### config.mk
export PLATFORM = sky130hd
export DESIGN_NAME = paratoserial_tx_flat
export DESIGN_NICKNAME = d
export VERILOG_FILES = /design/src/rtl/paratoserial_tx_if.sv /design/src/rtl/paratoserial_tx.sv /design/src/flat_wrapper.sv
export SDC_FILE = /design/constraint.sdc
export NUM_CORES = 1
export LEC_CHECK = 0
export CAP_MARGIN = 20
export CORE_MARGIN = 2
export CORE_UTILIZATION = 52
export CTS_BUF_LIST = sky130_fd_sc_hd__clkbuf_2
export DETAILED_ROUTE_END_ITERATION = 8
export GPL_TIMING_DRIVEN = 0
export HOLD_SLACK_MARGIN = 0.12
export PLACE_DENSITY = 0.82
export REMOVE_ABC_BUFFERS = 1
export SYNTH_ARGS = -nofsm -noshare
export SYNTH_HDL_FRONTEND = slang
export SYNTH_SLANG_ARGS = --single-unit
### constraint.sdc
create_clock -name clk_8f -period 4 [get_ports clk_8f]
set_clock_uncertainty 0.1 [all_clocks]
set_input_delay 0.8 -clock clk_8f [delete_from_list [all_inputs] [get_ports clk_8f]]
set_output_delay 0.8 -clock clk_8f [all_outputs]
set_load 0.1 [all_outputs]
### src/rtl/paratoserial_tx_if.sv
// paratoserial_tx_if: parallel word input and serial/status outputs of the serializer
interface paratoserial_tx_if;
  logic [7:0] data_in;
  logic       valid_in;
  logic       word_req;
  logic       out;
  logic       active;
  logic       err_bc;
  modport master (output data_in, valid_in, input word_req, out, active, err_bc);
  modport slave (input data_in, valid_in, output word_req, out, active, err_bc);
endinterface

### src/rtl/paratoserial_tx.sv
// paratoserial_tx: 8:1 serializer sending SYNC_WORDS commas after reset, then data or comma fill
module paratoserial_tx #(
  parameter int         SYNC_WORDS = 8,
  parameter logic [7:0] COMMA      = 8'hBC
) (
  input logic             clk_8f,
  input logic             reset,
  paratoserial_tx_if.slave bus
);
  typedef enum logic {SYNC, ACTIVE} state_t;
  state_t     state;
  logic [2:0] phase;
  logic [7:0] sh;
  logic [3:0] cnt;
  logic       load;
  logic [7:0] word;
  logic       bc_hit;
  assign load         = phase == 3'd7;
  assign bus.word_req = load && !reset;
  assign bus.out      = sh[7];
  assign word         = (state == ACTIVE && bus.valid_in) ? bus.data_in : COMMA;
  assign bc_hit       = state == ACTIVE && bus.valid_in && bus.data_in == COMMA;
  // phase counter, shift register and sync/active state machine
  always_ff @(posedge clk_8f) begin
    if (reset) begin
      phase      <= 3'd7;
      sh         <= 8'd0;
      state      <= SYNC;
      cnt        <= 4'd0;
      bus.active <= 1'b0;
      bus.err_bc <= 1'b0;
    end else begin
      phase <= phase + 3'd1;
      sh    <= load ? word : {sh[6:0], 1'b0};
      if (load && state == SYNC) begin
        cnt <= cnt + 4'd1;
        if (cnt == 4'(SYNC_WORDS - 1)) begin
          state      <= ACTIVE;
          bus.active <= 1'b1;
        end
      end
      if (load && bc_hit) bus.err_bc <= 1'b1;
    end
  end
endmodule

### src/flat_wrapper.sv
// flat-port wrapper written by rule: the top's interface ports become plain ports
module paratoserial_tx_flat 
#(
  parameter int         SYNC_WORDS = 8,
  parameter logic [7:0] COMMA      = 8'hBC
)
  (clk_8f, reset, bus_data_in, bus_valid_in, bus_word_req, bus_out, bus_active, bus_err_bc);
  paratoserial_tx_if bus_i ();
  input logic clk_8f;
  input logic reset;
  input wire logic [$bits(bus_i.data_in)-1:0] bus_data_in;
  input wire logic [$bits(bus_i.valid_in)-1:0] bus_valid_in;
  output wire logic [$bits(bus_i.word_req)-1:0] bus_word_req;
  output wire logic [$bits(bus_i.out)-1:0] bus_out;
  output wire logic [$bits(bus_i.active)-1:0] bus_active;
  output wire logic [$bits(bus_i.err_bc)-1:0] bus_err_bc;
  assign bus_i.data_in = bus_data_in;
  assign bus_i.valid_in = bus_valid_in;
  assign bus_word_req = bus_i.word_req;
  assign bus_out = bus_i.out;
  assign bus_active = bus_i.active;
  assign bus_err_bc = bus_i.err_bc;
  paratoserial_tx #(.SYNC_WORDS(SYNC_WORDS), .COMMA(COMMA)) u_core (.clk_8f(clk_8f), .reset(reset), .bus(bus_i));
endmodule
==> results of run 1 <==
## metrics by stage
stage	instances	cell area (sq um)	util [%]	hold WS [ps]
floorplan	69	675.6	-	273.9
detailed placement	98	834.6	65.78	297.4
global placement	98	834.6	65.78	283.3
global route	102	854.6	67.36	358.3
finish	102	854.6	67.36	326.1
CTS	102	854.6	67.36	332.7
## cells by family (layout without fill, tap and decap cells)
logic type,after synthesis,after routing,synth area share [%]
AOI/OAI and AO/OA,9,9,9.076
xor gates and xnor gates,2,2,2.541
adders and majority gates,4,4,7.260
buffers and inverters,4,19,2.540
DFF,17,17,49.37
muxes,2,2,3.085
and+or+nand+nor,34,34,26.14
## sequential cells by signal (all words and copies together) (netlist names)
register           count
u_core.sh              8
u_core.cnt             4
u_core.phase           3
u_core.bus.active      1
u_core.bus.err_bc      1
## how the worst max path moves through the flow
stage           from            to  cells past startpoint
5_1_grt        reset  bus_word_req                      3
2_1_floorplan  reset  bus_word_req                      1
3_3_place_gp   reset  bus_word_req                      3
4_1_cts        reset  bus_word_req                      3
3_5_place_dp   reset  bus_word_req                      3
6_report       reset  bus_word_req                      3
## per-layer routing
layer  up-vias  part of all wire (%)
met2         6                    42
met4         0                     0
met3         0                   4.2
met5         -                     0
met1       236                    53
li1        277                     -
## cell type report
| cell class | instances | area share (%) |
|---|---|---|
| Inverter | 1 | 0.4392 |
| Sequential cell | 17 | 39.82 |
| Tap cell | 15 | 2.196 |
| Clock inverter | 1 | 0.5857 |
| Timing Repair Buffer | 14 | 16.40 |
| Multi-Input combinational cell | 51 | 38.80 |
| Clock buffer | 3 | 1.757 |
## cells in the final DEF, fill, tap and decap left out, drive strengths merged, types with 2 or more instances in the layout
master and instances:
ha 4, or2 2, nand2 2, dfxtp 17, clkdlybuf4s50 14, a211oi 5, nor2b 2, nand2b 3
nand4 3, clkbuf 3, a21oi 2, nor2 17
## power by group through the flow
stage	Combinational (W)	Clock, W	Sequential [W]
after floorplan	0.0000488	0	0.000204
after global placement	0.0000818	0	0.000195
after detailed placement	0.0000829	0	0.000196
after CTS	0.0000834	0.0000779	0.000192
after global routing	0.0000899	0.0000841	0.000194
final	0.0000831	0.0000758	0.000192
## worst max-delay path, delay by kind of cell
family                 cells  cell delay [ps]
buffers and inverters      2             1870
and+or+nand+nor            1              220
==> impl_summary.log, run 1 <==
[metrics] H-tree Lvls: 1
[metrics] die footprint: 1633 sq um
[metrics] post-synthesis async set-or-reset flop share: 0%
[metrics] Crit-path slowest cell: sky130_fd_sc_hd__clkdlybuf4s50_1
[metrics] antenna-violating nets left: 0
[metrics] end of the worst register-to-register path: u_core.cnt[3]$_SDFFE_PP0P_
[metrics] initial detailed-routing violation count: 6
[metrics] endpoints failing setup: 0
[metrics] post-detailed-routing wire length: 1156 um
[metrics] RR Startpoint: u_core.phase[0]$_SDFF_PP1_
[metrics] data required time of the critical path: 3100 ps
[metrics] Mapped Cells: 72
[metrics] P_int: 0.0002443 W
[metrics] most used standard cells in the synthesized netlist: 17 x sky130_fd_sc_hd__dfxtp_1, 17 x sky130_fd_sc_hd__nor2_1, 5 x sky130_fd_sc_hd__a211oi_1
[metrics] register cell area after layout: 340.3 sq um
[metrics] register area share after synthesis: 49.36%
[metrics] number of input and output port buffers inserted: 14
[metrics] post-route setup TNS: 0 ps
[metrics] Cell Chain, Critical Path: clkdlybuf4s50_1, nor2b_1, clkdlybuf4s50_1
[metrics] switch share: 30.45%
[metrics] Resized Gates After CTS: 0
[metrics] buffers inserted during post-CTS setup optimization: 0
[metrics] CP startpoint kind: input port
[metrics] Root Buffer Master: sky130_fd_sc_hd__clkbuf_2
[metrics] met3 usage in global routing: 5.556%
[metrics] Power, Total: 0.0003512 W
[metrics] sequential group share of total power: 54.8%
[metrics] number of rows in the core area: 13
[metrics] number of synthesized register bits: 17
[metrics] pin slew with the least headroom to its limit: 964.2 ps
[metrics] initial antenna violation count: 0
[metrics] Core Footprint: 1269 sq um
[metrics] switching power of the nets: approximately 0.00011 W
[metrics] Clk Latency, worst-skew pair: 300 ps
[metrics] clock slew at the register clock pins of the worst setup and hold paths: about 150 ps
[metrics] overflow left after global routing: 0
[metrics] Comb pwr share: a little under a quarter
[metrics] worst min-delay path endpoint: u_core.phase[0]$_SDFF_PP1_
[metrics] maximum number of pins on one net before global-route repair: 20
[metrics] TritonCTS clock tree: yes
[metrics] global-route usage over all layers: 16.11%
[metrics] placed wire-length estimate: 837.1 um
[metrics] Max stage delay on crit path: 1140 ps
[metrics] Vias: 519
[metrics] start-to-end type of the worst setup path: input port to output port
[metrics] worst min path class: flop to flop
[metrics] largest driver fanout on the critical path: 19
[metrics] met1 track demand over resource: 21.50%
[metrics] routed length per placed instance: 11.33 um
[metrics] number of sinks on the clock net: 17
[metrics] main area contributors after synthesis: sky130_fd_sc_hd__dfxtp_1 49%, sky130_fd_sc_hd__nor2_1 9.3%, sky130_fd_sc_hd__ha_1 7.3%
[metrics] Crit path arrival time: 2900 ps
[metrics] Synth Area per Inst: roughly 9.6 sq um
[metrics] peak clock frequency supported by timing: about 260 MHz
[metrics] layout cells sized above 1: 8.046%
[metrics] Ant. Diodes: 0
[metrics] Relative slew margins: between 30 and 40%
[metrics] Hold Path Stages: 1
[metrics] TritonCTS Buffers: 3
[metrics] most crowded layer after global routing: met2
[metrics] minimum setup slack in the final design: 195.2 ps
[metrics] number of enable-type register cells in the synthesized netlist: 0
[metrics] final critical delay including setup and external delays: roughly 3800 ps
[metrics] post-synthesis to final-layout area growth: 23.96%
[metrics] Worst Reg-to-Reg Cells: 5
[metrics] filler cell count in the final layout: 105
[metrics] Min-Delay Startpoint: u_core.phase[0]$_SDFF_PP1_
[metrics] number of library cell types mapped by synthesis: 25
[metrics] area taken by multi-input logic gates: 331.6 sq um
[metrics] number of hold-slack violations in the final timing report: 0
[metrics] setup slack after placement: 197.1 ps
[metrics] via density per instance: 5.088
[metrics] count of synthesis-stage warnings from yosys: 0
[metrics] Post-Syn Area: ~690 sq um
[metrics] flop-to-flop setup slack: 2390 ps
[metrics] number of maximum-capacitance constraint violations: 0
[metrics] most prevalent standard cell on the critical path: sky130_fd_sc_hd__clkdlybuf4s50_1
[metrics] cell accounting for the most synthesized area: sky130_fd_sc_hd__dfxtp_1
[metrics] share of the synthesized area in the top cell type: 49.36%
[metrics] Ports: 15
[metrics] remaining design rule violation count: 0
[metrics] total power density per cell area: 411.0 nW/um^2
[metrics] die height: 40.41 um
[metrics] peak supply drop: 0.2361 mV
[metrics] crit path capture type: output port
[metrics] first-pass GRT wire length: 1731 um
[metrics] clock tree buffer depth: 2
[metrics] GRT met2 Usage: 24.21%
[metrics] share of total power in the clock network: 21.6%
[metrics] number of search-and-repair iterations in the first detailed-routing pass: 4
[metrics] leakage power figure: around 0.34 nW
[metrics] Initial Utilization: a little over half
[metrics] routability cong.: ~0.64
[metrics] Final nets: 103
[metrics] ratio of final minimum period to clock period: 95.12%
[metrics] unrepaired setup endpoints after global routing: no
[metrics] width of the die: 40.41 um
[metrics] number of global-route vias before repair: between 400 and 500
[metrics] Synth Flop Type: sky130_fd_sc_hd__dfxtp_1
[metrics] run status: finished, final reports clean
[metrics] hold-fix buffers at CTS: 0
[metrics] number of pins with negative max-slew slack in the final report: 0
No activity file was read; power rests on OpenSTA's default activity.
==> run 2, diff against run 1 <==
Settings changed: CORE_UTILIZATION 52 to 50, PLACE_DENSITY 0.82 to 0.79.
Clock period 4 ns to 3.8 ns, I/O delays scaled along.
==> run 2 against run 1 <==
Net effect: via count grew 4.4%; final cell count is the same; highest routed layer is now met4; routed wire length grew 2.1%; design area grew 0.29%; combinational power grew 6.0%; largest cell class unchanged; count of clock-buffer cells in the layout grew 1; non-clock buffer count is the same; critical path depth is the same.
==> impl_summary.log, run 2 (synthesis results as in run 1) <==
[metrics] clock slew at the register clock pins of the worst setup and hold paths: 150 ps (about the same)
[metrics] start-to-end type of the worst setup path: input port to output port
[metrics] run status: finished, final reports clean
[metrics] largest reg by FF count: u_core.sh
[metrics] buffers inserted during post-CTS setup optimization: 0 (unchanged)
[metrics] TritonCTS clock tree: yes
[metrics] sequential group share of total power: 54.5% (-0.3 points)
[metrics] data required time of the critical path: 2940 ps (-160 ps)
[metrics] number of hold-slack violations in the final timing report: 0 (unchanged)
[metrics] number of search-and-repair iterations in the first detailed-routing pass: 4 (unchanged)
[metrics] remaining design rule violation count: 0 (unchanged)
[metrics] overflow left after global routing: 0 (unchanged)
[metrics] final design utilization: 65.87% (-1.5 points)
[metrics] instance area at placement: 834.6 sq um (unchanged)
[metrics] Core Footprint: 1301 sq um (+2.6%)
[metrics] final critical delay including setup and external delays: 3306 ps
[metrics] P_int: 0.0002611 W (+6.9%)
[metrics] unrepaired setup endpoints after global routing: no
[metrics] initial antenna violation count: 0 (unchanged)
[metrics] clock tree buffer depth: 2 (unchanged)
[metrics] Initial Utilization: 52.98% (-1.4 points)
[metrics] setup slack after placement: 85.93 ps (-111.2 ps)
[metrics] worst min path class: flop to flop
[metrics] hold-fix buffers at CTS: 0 (unchanged)
[metrics] minimum setup slack in the final design: 493.7 ps (+298.5 ps)
[metrics] met3 usage in global routing: 4.891% (-0.66 points)
[metrics] largest registers in the final layout: u_core.sh: 8 flops, u_core.cnt: 4 flops, u_core.phase: 3 flops
[metrics] Power, Total: 0.0003705 W (+5.5%)
[metrics] first-pass GRT wire length: 1593 um (-8.0%)
[metrics] number of pins with negative max-slew slack in the final report: 0 (unchanged)
[metrics] width of the die: 41.13 um (+1.8%)
[metrics] Cell Chain, Critical Path: clkdlybuf4s50_1, nor2b_1, dlymetal6s2s_1
[metrics] die height: 41.13 um (+1.8%)
[metrics] Crit-path slowest cell: sky130_fd_sc_hd__dlymetal6s2s_1
[metrics] peak supply drop: 0.2622 mV (+11%)
[metrics] leakage power figure: 0.3522 nW (+4.6%)
[metrics] Design Area, Final: 857.1 sq um (+0.29%)
[metrics] largest driver fanout on the critical path: 19 (unchanged)
[metrics] Crit path arrival time: 2450 ps (-450 ps)
[metrics] global-route usage over all layers: 15.17% (-0.94 points)
[metrics] number of input and output port buffers inserted: 14 (unchanged)
[metrics] Clk Latency, worst-skew pair: 280 ps (-20 ps)
[metrics] leading cell types in the layout, fill and taps excluded: 17 x sky130_fd_sc_hd__nor2_1, 17 x sky130_fd_sc_hd__dfxtp_1, 13 x sky130_fd_sc_hd__clkdlybuf4s50_1
[metrics] number of maximum-capacitance constraint violations: 0 (unchanged)
[metrics] switch share: 29.51% (-0.94 points)
[metrics] TritonCTS Buffers: 3 (unchanged)
[metrics] peak clock frequency supported by timing: roughly 300 MHz
[metrics] Ant. Diodes: 0 (unchanged)
[metrics] ratio of final minimum period to clock period: 87.01%
[metrics] number of flip-flops in the largest register: 8 (unchanged)
[metrics] total power density per cell area: 432.2 nW/um^2 (+5.2%)
[metrics] routability cong.: 0.6358 (-0.69%)
[metrics] endpoints failing setup: 0 (unchanged)
[metrics] number of sinks on the clock net: 17 (unchanged)
[metrics] H-tree Lvls: 1 (unchanged)
[metrics] post-route setup TNS: 0 ps (unchanged)
[metrics] maximum number of pins on one net before global-route repair: 20 (unchanged)
[metrics] crit path capture type: output port
[metrics] Root Buffer Master: sky130_fd_sc_hd__clkbuf_2
[metrics] worst path bufs/invs: 2 (unchanged)
[metrics] Top Family by Delay on Critical Path: buffers and inverters
[metrics] via density per instance: 5.314 (+4.4%)
[metrics] placed wire-length estimate: 859.1 um (+2.6%)
[metrics] CP startpoint kind: input port
[metrics] Ports: 15 (unchanged)
[metrics] share of total power in the clock network: 21.7% (about the same)
[metrics] met1 track demand over resource: 18.54% (-3.0 points)
[metrics] die footprint: 1692 sq um (+3.6%)
[metrics] Relative slew margins: 34.47% (-1.1 points)
[metrics] post-synthesis to final-layout area growth: 24.32%
[metrics] number of global-route vias before repair: 387 (-7.9%)
[metrics] initial detailed-routing violation count: 13 (+7)
[metrics] pin slew with the least headroom to its limit: 979.9 ps (+15.77 ps)
[metrics] GRT met2 Usage: 23.83% (-0.38 points)
[metrics] Final nets: 103 (unchanged)
[metrics] routed length per placed instance: 11.57 um (+2.1%)
[metrics] layout cells sized above 1: 8.046% (unchanged)
[metrics] Comb pwr share: 23.8% (about the same)
[metrics] most crowded layer after global routing: met2
[metrics] number of rows in the core area: 13 (unchanged)
[metrics] switching power of the nets: 0.0001093 W (+2.2%)
[metrics] antenna-violating nets left: 0 (unchanged)
[metrics] Max stage delay on crit path: 760 ps (-380 ps)
[metrics] post-detailed-routing wire length: 1180 um (+2.1%)
[metrics] Vias: 542 (+4.4%)
run 2: worst paths after layout:
path | startpoint | endpoint | slack [ps] | cells past startpoint
min reg2reg | u_core.phase[0]$_SDFF_PP1_ | u_core.phase[0]$_SDFF_PP1_ | 330 | 1
min | u_core.phase[0]$_SDFF_PP1_ | u_core.phase[0]$_SDFF_PP1_ | 330 | 1
max reg2reg | u_core.phase[0]$_SDFF_PP1_ | u_core.cnt[3]$_SDFFE_PP0P_ | 2190 | 5
max | reset | bus_word_req | 490 | 3
run 2: metal layers:
metal	vias to the layer above	wire, um
li1	280	-
met1	249	620
met2	11	504
met3	2	42
met4	0	13
met5	-	0
run 2: cell type report:
| class | count | area [sq um] |
|---|---|---|
| fill | 119 | 444.2 |
| sequential | 17 | 340.3 |
| multi-input combinational | 51 | 331.6 |
| timing repair buffer | 14 | 142.6 |
| clock buffer | 4 | 20.02 |
| tap | 15 | 18.77 |
| inverter | 1 | 3.754 |
run 2: power groups by stage:
stage               sequential [W]  clock (W)  combinational [W]
floorplan                 0.000215          0          0.0000514
CTS                       0.000202  0.0000836          0.0000883
finish                    0.000202  0.0000803          0.0000881
global route              0.000204  0.0000903          0.0000956
detailed placement        0.000206          0          0.0000877
global placement          0.000206          0          0.0000871
run 2: worst reg2reg max path, stage by stage, from the launching register on:
cell	delay, ps
sky130_fd_sc_hd__dfxtp_1	370
sky130_fd_sc_hd__ha_1	170
sky130_fd_sc_hd__ha_1	250
sky130_fd_sc_hd__nor2b_4	210
sky130_fd_sc_hd__nand4_1	110
sky130_fd_sc_hd__mux2_1	310
run 2: timing repair:
action                                 4_1_cts  5_1_grt
endpoints found under the hold margin        0        0
setup endpoints to repair                    0        1
gates resized for setup                      0        1
run 2: stage by stage:
step | std cells | hold slack [ps]
after floorplan | 69 | 273.9
after global placement | 98 | 287.9
after detailed placement | 98 | 299.1
after CTS | 102 | 335.3
after global routing | 102 | 356.4
final | 102 | 326.0
==> run 3, diff against run 2 <==
--- a/constraint.sdc
+++ b/constraint.sdc
@@ -3,3 +3,3 @@
 set_input_delay 0.76 -clock clk_8f [delete_from_list [all_inputs] [get_ports clk_8f]]
 set_output_delay 0.76 -clock clk_8f [all_outputs]
-set_load 0.1 [all_outputs]
+set_load 0.02 [all_outputs]
==> run 3 against run 2 <==
Net effect: utilization down 0.19 points; register-to-register slack about the same; setup slack better by 130 ps; combinational power down 18%; routed wire length down 0.42%; global-route usage unchanged; die area unchanged; total power down 4.3%; fmax up 4.1%; flip-flop and latch count unchanged; via count unchanged; first-iteration DRC count down 31%; largest cell class unchanged.
==> impl_summary.log, run 3 (synthesis results as in run 1) <==
[metrics] placed wire-length estimate: 859.1 um (unchanged)
[metrics] final critical delay including setup and external delays: 3176 ps (-130.4 ps)
[metrics] leakage power figure: 0.3368 nW (-4.3%)
[metrics] H-tree Lvls: 1 (unchanged)
[metrics] worst min-delay path endpoint: u_core.phase[0]$_SDFF_PP1_
[metrics] initial detailed-routing violation count: 9 (-4)
[metrics] unrepaired setup endpoints after global routing: no
[metrics] Root Buffer Master: sky130_fd_sc_hd__clkbuf_2
[metrics] maximum number of pins on one net before global-route repair: 20 (unchanged)
[metrics] number of global-route vias before repair: 387 (unchanged)
[metrics] die footprint: 1692 sq um (unchanged)
[metrics] Vias: 542 (unchanged)
[metrics] number of rows in the core area: 13 (unchanged)
[metrics] peak supply drop: 0.2503 mV (-4.6%)
[metrics] Final nets: 103 (unchanged)
[metrics] clock tree buffer depth: 2 (unchanged)
[metrics] Initial Utilization: 52.98% (unchanged)
[metrics] buffers inserted during post-CTS setup optimization: 0 (unchanged)
[metrics] die height: 41.13 um (unchanged)
[metrics] RR Startpoint: u_core.phase[0]$_SDFF_PP1_
[metrics] Worst Reg-to-Reg Cells: 5 (unchanged)
[metrics] endpoints failing setup: 0 (unchanged)
[metrics] TritonCTS clock tree: yes
[metrics] Crit path arrival time: 2320 ps (-130 ps)
[metrics] post-detailed-routing wire length: 1175 um (-0.42%)
[metrics] start-to-end type of the worst setup path: input port to output port
[metrics] number of pins with negative max-slew slack in the final report: 0 (unchanged)
[metrics] antenna-violating nets left: 0 (unchanged)
[metrics] number of maximum-capacitance constraint violations: 0 (unchanged)
[metrics] global-route usage over all layers: 15.17% (unchanged)
[metrics] remaining design rule violation count: 0 (unchanged)
[metrics] worst min path class: flop to flop
[metrics] width of the die: 41.13 um (unchanged)
[metrics] Resized Gates After CTS: 0 (unchanged)
[metrics] run status: finished, final reports clean
[metrics] crit path capture type: output port
[metrics] Core Footprint: 1301 sq um (unchanged)
[metrics] number of search-and-repair iterations in the first detailed-routing pass: 4 (unchanged)
[metrics] number of sinks on the clock net: 17 (unchanged)
[metrics] end of the worst register-to-register path: u_core.cnt[3]$_SDFFE_PP0P_
[metrics] overflow left after global routing: 0 (unchanged)
[metrics] flop-to-flop setup slack: 2190 ps (about the same)
[metrics] ratio of final minimum period to clock period: 83.58% (-3.4 points)
[metrics] largest registers in the final layout: u_core.sh: 8 flops, u_core.cnt: 4 flops, u_core.phase: 3 flops
[metrics] Min-Delay Startpoint: u_core.phase[0]$_SDFF_PP1_
[metrics] TritonCTS Buffers: 3 (unchanged)
[metrics] routability cong.: 0.6358 (unchanged)
[metrics] total power density per cell area: 414.8 nW/um^2 (-4.0%)
[metrics] final design utilization: 65.67% (-0.19 points)
[metrics] CP startpoint kind: input port
[metrics] minimum setup slack in the final design: 624.1 ps (+130.4 ps)
[metrics] clock slew at the register clock pins of the worst setup and hold paths: 150 ps (about the same)
[metrics] largest driver fanout on the critical path: 19 (unchanged)
[metrics] peak clock frequency supported by timing: 314.9 MHz (+4.1%)
[metrics] pin slew with the least headroom to its limit: 617.2 ps (-362.8 ps)
[metrics] layout cells sized above 1: 8.046% (unchanged)
[metrics] largest reg by FF count: u_core.sh
[metrics] number of input and output port buffers inserted: 14 (unchanged)
[metrics] data required time of the critical path: 2940 ps (about the same)
[metrics] post-synthesis to final-layout area growth: 23.96%
[metrics] Ant. Diodes: 0 (unchanged)
[metrics] number of flip-flops in the largest register: 8 (unchanged)
[metrics] post-route setup TNS: 0 ps (unchanged)
[metrics] Ports: 15 (unchanged)
[metrics] first-pass GRT wire length: 1593 um (unchanged)
[metrics] number of hold-slack violations in the final timing report: 0 (unchanged)
[metrics] Relative slew margins: 58.73% (+24 points)
[metrics] setup slack after placement: 616.6 ps (+530.7 ps)
[metrics] via density per instance: 5.314 (unchanged)
[metrics] Hold Path Stages: 1 (unchanged)
[metrics] hold-fix buffers at CTS: 0 (unchanged)
[metrics] initial antenna violation count: 0 (unchanged)
[metrics] Clk Latency, worst-skew pair: 280 ps (about the same)
[metrics] routed length per placed instance: 11.52 um (-0.42%)
[metrics] leading cell types in the layout, fill and taps excluded: 17 x sky130_fd_sc_hd__nor2_1, 17 x sky130_fd_sc_hd__dfxtp_1, 14 x sky130_fd_sc_hd__clkdlybuf4s50_1
-- run 3: per-layer routing --
metal	part of all wire [%]	track usage, %	wire length [um]
met5	0	0	0
met4	1.1	7.258	13
met3	3.6	4.891	42
met2	43	23.83	504
met1	52	18.54	615
-- run 3: how the worst max path moves through the flow --
| stage | cells after the start | from | end |
|---|---|---|---|
| final | 3 | reset | bus_word_req |
| after floorplan | 1 | reset | bus_word_req |
| after global placement | 3 | reset | bus_word_req |
| after CTS | 3 | reset | bus_word_req |
| after detailed placement | 3 | reset | bus_word_req |
| after global routing | 3 | reset | bus_word_req |
-- run 3: metrics by stage --
stage	cells	area, sq um	power (W)	hold slack [ps]
after global routing	102	854.6	0.0003745	356.4
final	102	854.6	0.0003545	326.0
after global placement	98	834.6	0.0002771	287.9
after CTS	102	854.6	0.0003586	335.3
after detailed placement	98	834.6	0.0002782	299.1
after floorplan	69	675.6	0.0002507	273.9
-- run 3: critical path: stages --
cell and delay (ps):
sky130_fd_sc_hd__clkdlybuf4s50_1 720, sky130_fd_sc_hd__nor2b_1 210, sky130_fd_sc_hd__clkdlybuf4s50_1 620
-- run 3: layout make-up --
type,instances,area [sq um]
Tap cell,15,18.77
Timing Repair Buffer,14,140.1
Clock buffer,4,20.02
Sequential cell,17,340.3
Multi-Input combinational cell,51,331.6
Inverter,1,3.754
Fill cell,120,446.7
-- run 3: power breakdown --
group	total [W]	internal (W)	leakage [nW]	switching [W]
combinational	0.0000723	0.0000387	0.181	0.0000336
clock	0.0000801	0.0000279	0.0166	0.0000522
sequential	0.000202	0.000195	0.140	0.00000741
total	0.000355	0.000261	0.337	0.0000932
==> RTL edit, RTL diff (flow settings as in run 3) <==
`COMMA` is set to 8'hBC in 2 places; all go to 8'h8D.
--- a/src/rtl/paratoserial_tx.sv
+++ b/src/rtl/paratoserial_tx.sv
@@ -1,7 +1,7 @@
 // paratoserial_tx: 8:1 serializer sending SYNC_WORDS commas after reset, then data or comma fill
 module paratoserial_tx #(
   parameter int         SYNC_WORDS = 8,
-  parameter logic [7:0] COMMA      = 8'hBC
+  parameter logic [7:0] COMMA      = 8'h8D
 ) (
   input logic             clk_8f,
   input logic             reset,
--- a/src/flat_wrapper.sv
+++ b/src/flat_wrapper.sv
@@ -2,7 +2,7 @@
 module paratoserial_tx_flat 
 #(
   parameter int         SYNC_WORDS = 8,
-  parameter logic [7:0] COMMA      = 8'hBC
+  parameter logic [7:0] COMMA      = 8'h8D
 )
   (clk_8f, reset, bus_data_in, bus_valid_in, bus_word_req, bus_out, bus_active, bus_err_bc);
   paratoserial_tx_if bus_i ();
Check against the original RTL: not equivalent (Yosys sat finds a counterexample within 4 cycles, from zero or initial values and one cycle with reset high).
==> RTL edit against run 3 <==
Global-route usage grew 1.7 points; routed wire length down 0.68%; sequential cell count is the same; maximum frequency shrank 4.0%; total power decreased by 1.7%; sequential share of layout area up 0.53 points; via count down 3.0%; clock power rose by 1%; core utilization barely moved; setup slack worse by 130 ps; non-clock buffer count unchanged; cell area shrank 1.3%; synthesized area decreased by 0.54%.
==> RTL edit: results (changes against run 3) <==
[grt]
grt_max_degree=19  ; -5.0%
met3_usage_pct=3.26  ; -1.6 points
grt_pass1_vias=458  ; +18%
use_met2_pct=31.3  ; +7.4 points
use_met1_pct=18.0  ; -0.54 points
track_usage_pct=16.9  ; +1.7 points
grt_pass1_wl_mm=1.84  ; +16%

[clock_tree]
h-tree-depth=1  ; unchanged
postCtsSetupBuffers=0  ; unchanged
cts_buffer_depth=2  ; unchanged
cts_root_buf=clkbuf_2
cts_made_buffers=3  ; unchanged

[drt]
routedLengthMet1_um=526  ; -14%
dr.pass1.iters=4  ; unchanged
wl_met3_um=30  ; -29%
drtIter0Drc=9  ; unchanged
top_layer=met4
via_per_inst=5.21  ; -2.0%
wl_met2_um=588  ; +17%
wire_per_inst_um=11.6  ; +0.30%

[yosys]
muxShareOfSynthArea_pct=3.65  ; +0.56 points
synth_area_leaders=dfxtp_1 50%, nor2_1 6.6%, ha_1 5.5%
postSynthCellCount=72  ; unchanged
synthAdderAreaFrac_pct=5.47  ; -1.8 points
yosysSeqAreaShare_pct=49.6  ; +0.27 points
synth-seq-cells=17  ; unchanged
synth_top_family_by_area=simple AND/OR/NAND/NOR gates
yosysUniqueCellTypes=27  ; +8.0%
synthArstFlopShare_pct=0  ; unchanged
ys_top_cells_by_count=17 x dfxtp_1, 12 x nor2_1, 5 x nand2b_1, 5 x nand3_1, 4 x a21oi_1
synth_compound_area_share_pct=9.49  ; +0.41 points
synthXorXnorAreaFrac_pct=2.55  ; +0.014 points
ys_warn_count=0  ; unchanged

[final_layout]
largest_registers=u_core.sh (8), u_core.cnt (4), u_core.phase (3)
drive_above_1_share_pct=9.30  ; +1.3 points
fillers=104  ; -13%
final_cells=101  ; -0.98%

[place]
gp_congestion=0.735  ; +16%
placed_cell_area_um2=823  ; -1.3%
dp_slack_ps=482  ; -135 ps
dp_hpwl_um=845  ; -1.6%
dp_cells=97  ; -1.0%

[hold_path]
min-delay-start=u_core.phase[0]
hold_path_end=u_core.phase[0]
hold_class=register to register

[worst_setup_path]
crit_fanout=18  ; -1
cp.arrival_ps=2450  ; +130 ps
reg2reg_setup_slack_ps=1920  ; -270 ps
crit_start=reset
r2r_start=u_core.phase[0]

[power_and_ir_drop]
power.leakage_nw=0.315  ; -6.6%
p_sw_share_pct=25.9  ; -0.35 points
powerClk_w=0.0000813  ; +1%
peakVddDrop_mv=0.251  ; +0.45%
power.internal_w=0.000258  ; -1.2%
pwr-share-seq_pct=57.6  ; +0.6 points

[sta]
layout_setup_ws_ps=490  ; -134 ps
hold_ws_ps=318  ; -7.67 ps
slew_headroom_pct=59.3  ; +0.60 points

[run_status]
outcome=completed

-- RTL edit: cell types whose count changed after synthesis, sizes merged, moves of 2 or more --
cell,change
nand2b,+2
a211oi,-2
a21oi,+2
nor2,-5
nand4,-2
nand3,+5
-- RTL edit: worst max-delay path, cell delays in order --
cell	delay (ps)
clkdlybuf4s50_1	720
nor2b_1	330
clkdlybuf4s50_1	640
-- RTL edit: cell families (layout without fill, tap and decap cells) --
logic type / after synthesis / count (layout)
AO/OA/AOI/OAI: 10 / 10
XOR/XNOR: 2 / 2
adder cells (fa/ha/maj): 3 / 3
buffers and inverters: 6 / 20
flip-flops: 17 / 17
multiplexers: 2 / 2
AND/OR/NAND/NOR: 32 / 32
-- RTL edit: layout make-up --
cell class | instances | area, um^2 | share of cell area [%]
clock buffers | 4 | 20.0 | 2.37
inverters | 2 | 7.51 | 0.890
multi-input cells | 49 | 317 | 37.5
flip-flops and latches | 17 | 340 | 40.4
well taps | 15 | 18.8 | 2.23
repair buffers | 14 | 140 | 16.6
